--- config.mk ---
export PLATFORM = sky130hd
export DESIGN_NAME = writeback_arbiter
export DESIGN_NICKNAME = d
export VERILOG_FILES = /design/src/rtl/writeback_arbiter.sv
export SDC_FILE = /design/constraint.sdc
export NUM_CORES = 1
export LEC_CHECK = 0
export CORE_ASPECT_RATIO = 1.5
export CORE_MARGIN = 2
export CORE_UTILIZATION = 50
export DETAILED_ROUTE_END_ITERATION = 16
export GPL_TIMING_DRIVEN = 0
export PLACE_DENSITY = 0.82
export SKIP_CTS_REPAIR_TIMING = 1
export SYNTH_ARGS = -nofsm -noshare
export SYNTH_HDL_FRONTEND = slang
export SYNTH_SLANG_ARGS = --single-unit
--- constraint.sdc ---
create_clock -name clk -period 5.8 [get_ports clk]
set_input_delay 1.16 -clock clk [delete_from_list [all_inputs] [get_ports clk]]
set_output_delay 1.16 -clock clk [all_outputs]
set_load 0.1 [all_outputs]
--- src/rtl/writeback_arbiter.sv ---
// Writeback stage feeding the register-file write port: single-cycle ALU results take priority,
// long-latency LSU/MUL results are queued in a small FIFO, and a starvation guard asks for a bubble.
module writeback_arbiter #(
   parameter int width      = 32,
   parameter int DEPTH      = 2,
   parameter int STARVE_MAX = 4
) (
   input  logic                       clk,
   input  logic                       rst,
   input  logic                       alu_valid,
   input  logic [4:0]                 alu_addr,
   input  logic [width-1:0]           alu_data,
   input  logic                       lsu_valid,
   output logic                       lsu_ready,
   input  logic [4:0]                 lsu_addr,
   input  logic [width-1:0]           lsu_data,
   output logic                       rf_en,
   output logic [4:0]                 write_addr,
   output logic [width-1:0]           write_data,
   output logic                       stall_req,
   output logic [$clog2(DEPTH+1)-1:0] fifo_count
);
   localparam int CNT_W = $clog2(DEPTH + 1);
   localparam int PTR_W = (DEPTH > 1) ? $clog2(DEPTH) : 1;
   localparam int STV_W = $clog2(STARVE_MAX + 1);

   logic [4:0]       fifo_addr_mem [DEPTH];
   logic [width-1:0] fifo_data_mem [DEPTH];
   logic [PTR_W-1:0] head_reg, tail_reg;
   logic [CNT_W-1:0] count_reg;
   logic [STV_W-1:0] starve_reg, starve_next;
   logic             stall_reg, stall_next;
   logic             rf_en_reg;
   logic [4:0]       addr_reg;
   logic [width-1:0] data_reg;

   logic             transfer, push, pop;
   logic             sel_valid;
   logic [4:0]       sel_addr;
   logic [width-1:0] sel_data;

   // Ready depends only on occupancy; a full FIFO never accepts even if it pops this cycle.
   assign lsu_ready = !rst && (count_reg < CNT_W'(DEPTH));
   assign transfer  = lsu_valid && lsu_ready;

   always_comb begin
      sel_valid = 1'b0;
      sel_addr  = '0;
      sel_data  = '0;
      push      = 1'b0;
      pop       = 1'b0;
      if (alu_valid) begin
         sel_valid = 1'b1;
         sel_addr  = alu_addr;
         sel_data  = alu_data;
         push      = transfer;
      end else if (count_reg != '0) begin
         sel_valid = 1'b1;
         sel_addr  = fifo_addr_mem[head_reg];
         sel_data  = fifo_data_mem[head_reg];
         pop       = 1'b1;
         push      = transfer;
      end else if (transfer) begin
         // Empty FIFO and idle ALU: forward the LSU result straight through.
         sel_valid = 1'b1;
         sel_addr  = lsu_addr;
         sel_data  = lsu_data;
      end
   end

   always_comb begin
      starve_next = starve_reg;
      stall_next  = 1'b0;
      if (pop || count_reg == '0) begin
         starve_next = '0;
      end else if (alu_valid) begin
         starve_next = STV_W'(starve_reg + 1'b1);
      end
      if (starve_next == STV_W'(STARVE_MAX)) begin
         stall_next  = 1'b1;
         starve_next = '0;
      end
   end

   // Storage needs no reset: occupancy is tracked by count/pointers alone.
   always_ff @(posedge clk) begin
      if (push) begin
         fifo_addr_mem[tail_reg] <= lsu_addr;
         fifo_data_mem[tail_reg] <= lsu_data;
      end
   end

   always_ff @(posedge clk) begin
      if (rst) begin
         head_reg   <= '0;
         tail_reg   <= '0;
         count_reg  <= '0;
         starve_reg <= '0;
         stall_reg  <= 1'b0;
         rf_en_reg  <= 1'b0;
         addr_reg   <= '0;
         data_reg   <= '0;
      end else begin
         if (push) begin
            tail_reg <= (tail_reg == PTR_W'(DEPTH - 1)) ? '0 : PTR_W'(tail_reg + 1'b1);
         end
         if (pop) begin
            head_reg <= (head_reg == PTR_W'(DEPTH - 1)) ? '0 : PTR_W'(head_reg + 1'b1);
         end
         case ({push, pop})
            2'b10:   count_reg <= CNT_W'(count_reg + 1'b1);
            2'b01:   count_reg <= CNT_W'(count_reg - 1'b1);
            default: count_reg <= count_reg;
         endcase
         starve_reg <= starve_next;
         stall_reg  <= stall_next;
         // Writes to x0 are consumed but never enable the register file.
         rf_en_reg  <= sel_valid && (sel_addr != 5'd0);
         if (sel_valid) begin
            addr_reg <= sel_addr;
            data_reg <= sel_data;
         end
      end
   end

   assign rf_en      = rf_en_reg;
   assign write_addr = addr_reg;
   assign write_data = data_reg;
   assign stall_req  = stall_reg;
   assign fifo_count = count_reg;

endmodule

; ---- Word-level counts from Yosys, hierarchy flattened
; Memory sizes are Yosys's and may differ from the RTL's. A register that Yosys moved wholly into a read port is not among the register bits.
; Index checks and enable logic that the tools add are counted.
[word_totals]
mem_bits_ro = 0
ram_bits = 74
latch_bits = 0
memories = 2
output_inout_bits = 42
register_bits = 46
[memory_table]
columns = name, depth, word_bits, rd, rd_clocked_by_memory_dff, wr, line
row1 = fifo_data_mem, 2, 32, 1, 1, 1, 28  ; logic [width-1:0] fifo_data_mem [DEPTH];
row2 = fifo_addr_mem, 2, 5, 1, 1, 1, 27  ; logic [4:0] fifo_addr_mem [DEPTH];
[classes]
addsub = 5
multipliers = 0
div_mod_pow = 0
n_mux = 25
eq_ne = 3
n_lt_le_gt_ge = 1
n_reduce_logical = 10
n_shift = 0
bitwise = 0
[op_table]
columns = op, n
row1 = 32-bit 2-to-1 mux, 3
row2 = 1-bit 2-to-1 mux, 16
row3 = 5-bit 2-to-1 mux, 3
row4 = 3-bit 2-to-1 mux, 2
row5 = 5-bit nonzero test, 1
row6 = 2-bit one-hot mux with 2 select lines, 1
row7 = 2-bit nonzero test, 2
row8 = "3-bit by 1-bit adder with 3-bit output, second input constant", 1
row9 = "3-bit == test, second input constant", 1
row10 = 1-bit logical AND, 3
row11 = "1-bit adder, second input constant", 2
row12 = "2-bit by 1-bit adder with 2-bit output, second input constant", 1
row13 = "2-bit by 1-bit == test with 1-bit output, second input constant", 1
row14 = "2-bit == test, second input constant", 1
row15 = 2-bit logical NOT, 1
row16 = "2-bit < comparator, second input constant", 1
row17 = 2-bit OR reduction, 1
row18 = "2-bit by 1-bit subtractor with 2-bit output, second input constant", 1
row19 = 1-bit logical NOT, 1
row20 = 1-bit logical OR, 1

; ---- Logic depth before layout (Yosys ltp)
[logic_depth]
word_depth = 8
mapped_depth = 8
mapped_depth_nobuf = 7

; ---- Worst setup path after synthesis
; No wires, ideal clock.
[synth_path]
path_kind = input port to output port
startpoint = input port rst
endpoint = output port lsu_ready
path_slack_ns = 1.853
n_path_buf = 2
arrival_time_ns = 2.787
cell_stages = 3
required_ns = 4.640
path_cell_list = buf_2 -> clkbuf_1 -> nor2_1
[synth_between]
elab_chain_len = 2
[synth_lines]
columns = item, line
row1 = from (decl), 9  ; input logic rst,
row2 = 1-bit logical NOT, 43  ; assign lsu_ready = !rst && (count_reg < CNT_W'(DEPTH));
row3 = 1-bit logical AND, 43
row4 = to (decl), 14  ; output logic lsu_ready,
; Every way passes these cells.

; ---- Final worst setup path
; Ends and elaborated chain as after synthesis.

==> impl_metrics.ini <==
[layout]
nFillCells = 661
drive_above_1_share_pct = 10.2
regArea_um2 = 3160
fin_nets = 628
num_antenna_cells = 0
largest_register_ffs = 64
syn_to_final_growth_pct = 39.1
final_core_util_pct = 71.7
largest-register = fifo_data_mem
multi_input_area_um2 = 1580

[logic_synthesis]
netlist_area_um2 = 4990
syn_nets = 489
synthFlopType = edfxtp_1
synthTopCellsByArea = edfxtp_1, dfxtp_1, mux2i_1, a221oi_1, nor3_1
ys_types = 45
ys_seq_area_share_pct = 63.4
yosysTopAreaCell = edfxtp_1
synth-edff-count = 74
avgSynthCellArea_um2 = 12.2
synth.most_common_cell = edfxtp_1
synth_top_area_share_pct = 44.5
synth_commonest_cells = edfxtp_1, dfxtp_1, nor2_1
yosysWarnings = 0
synth_seq_cells = 121
async_reset_ff_share_pct = 0
synthCells = 409

[setup_path]
cp_max_fo = 10
cp_common_cell = clkdlybuf4s50_1
cp-end-kind = primary output
crit_type = in2out
startpoint_type = input port
crit_slowest_cell = clkdlybuf4s50_1
crit_path_cell_trace = clkdlybuf4s50_1 -> buf_2 -> clkbuf_1 -> nor2_1 -> clkdlybuf4s50_1
crit_required_ps = 4640
worstPathArrival_ps = 3390
cpPeakStageDelay_ps = 990

[cts]
clockBufferDepth = 2
root_buffer = clkbuf_16
cts.sink_count = 121
numCtsBuffers = 17
path_clk_slew_ps = 50
clock_latency_ps = 420
htreeDepth = 4
cts_tree = yes

[timing]
tns_ps = 0
fin_crit_ps = 4550
rsz0062_at_grt = false
min_period_over_period_pct = 78.4
slew_viol_final = 0
worst_slew_pin_slew_ps = 1020
fin_skew_ps = 12.0
slew_headroom_pct = 31.5
max_freq_mhz = 220
setup_viol_count_final = 0
hold_viol = 0

[detailed_routing]
dr.pass1.iters = 4
routedWlPerCell_um = 19.4
wl_met3_um = 727
routed_wl_mm = 13.1
drtIter0Drc = 223
met1_length_mm = 4.99
vias_per_cell = 5.79
maxUsedRoutingLayer = met4
remaining_drc_errors = 0
wl_met2_mm = 7.12
vias = 3915
postRouteAntennaNets = 0

[floorplan]
initial_core_util_pct = 51.5
chipWidth_um = 85.6
ios = 120
fp.dieH_um = 126
std_cell_rows = 44
dieArea_um2 = 10800
fp.coreArea_um2 = 9690

[power_and_ir_drop]
internal_power_w = 0.00196
ir_drop_v = 0.000299
pwr_density_cell_nw_per_um2 = 443
clkPwrFrac_pct = 33.3
p_total_w = 0.00308
leakage_nw = 2.52
p_sw_w = 0.00112
pwr-share-seq_pct = 33.8
p_sw_share_pct = 36.4
p_comb_share_pct = 32.9

[global_route]
globalRouteOverflowTotal = 0
grt_antenna_before_repair = 0
track_usage_pct = 24.5
grt_pass1_wl_mm = 20.1
grt_max_degree = 38
grt_pass1_vias = 4115

[run]
max_cap_violations = 0

[place]
gp_congestion = 0.813
io_buffers = 119
place_hpwl_mm = 8.87

[outcome]
status = finished, final reports clean

[min_path]
hold_path_class = reg2reg
## cell families (layout without fill, tap and decap cells)
| logic type | Yosys count | in the layout | share of synthesized area (%) |
|---|---|---|---|
| flip-flops | 121 | 121 | 63.4 |
| AND/OR/NAND/NOR | 103 | 103 | 10.6 |
| AO/OA/AOI/OAI | 82 | 82 | 11.8 |
| buffers and inverters | 58 | 210 | 5.19 |
| multiplexers | 38 | 38 | 7.70 |
| XOR/XNOR | 5 | 5 | 0.878 |
| adder cells (fa/ha/maj) | 2 | 2 | 0.501 |
## critical path: cells and delay by family
kind	cells	cell delay, ps
buffers and inverters	4	2150
AND/OR/NAND/NOR	1	80
## layer usage
layer	global-route usage (%)	vias to the layer above
met5	0	-
met4	11.7	0
met3	5.92	25
met2	43.2	158
met1	27.5	1924
li1	-	1808
## power groups by stage
| stage | combinational, W | sequential (W) | clock [W] |
|---|---|---|---|
| 2_1_floorplan | 0.000368 | 0.00141 | 0 |
| 3_3_place_gp | 0.000979 | 0.00105 | 0 |
| 3_5_place_dp | 0.00100 | 0.00106 | 0 |
| 4_1_cts | 0.00101 | 0.00104 | 0.00103 |
| 5_1_grt | 0.00106 | 0.00105 | 0.00106 |
| 6_report | 0.00101 | 0.00104 | 0.00102 |
## per-stage QoR
step	cell area (µm²)	hold slack [ps]	cells	setup WS (ps)
3_5_place_dp	6360	461	644	1260
4_1_cts	6940	470	676	1250
5_1_grt	6940	487	676	1180
2_1_floorplan	4990	445	409	1850
3_3_place_gp	6330	450	643	359
6_report	6940	478	676	1250
## final timing paths
path | startpoint | end | slack, ps | cells past startpoint
min reg2reg | write_addr[3]$_SDFFE_PP0P_ | write_addr[3]$_SDFFE_PP0P_ | 480 | 2
min | write_addr[3]$_SDFFE_PP0P_ | write_addr[3]$_SDFFE_PP0P_ | 480 | 2
max reg2reg | fifo_count[0]$_SDFFE_PP0P_ | fifo_data_mem[1][9]$_DFFE_PP_ | 3310 | 4
max | rst | lsu_ready | 1250 | 5
## cells in the final DEF (no fill, tap or decap), types with 3 or more instances in the layout
cell,n
mux2_2,3
xor2_1,3
nor2_1,38
a21oi_1,28
a211oi_1,18
nor3_1,37
and2_1,4
edfxtp_1,74
mux2i_1,35
inv_1,28
a221oi_1,23
clkbuf_1,11
nand2b_1,3
dfxtp_1,47
clkdlybuf4s50_1,119
clkinvlp_4,7
nand2_1,5
buf_2,15
clkbuf_16,17
## layout make-up
| class | instances | area share (%) |
|---|---|---|
| sequential | 121 | 45.5 |
| multi-input combinational | 230 | 22.7 |
| timing repair buffer | 120 | 17.5 |
| clock buffer | 20 | 6.58 |
| buffer | 30 | 2.22 |
| tap | 115 | 2.07 |
| clock inverter | 12 | 1.80 |
| inverter | 28 | 1.51 |
No activity file was read; power rests on OpenSTA's default activity.
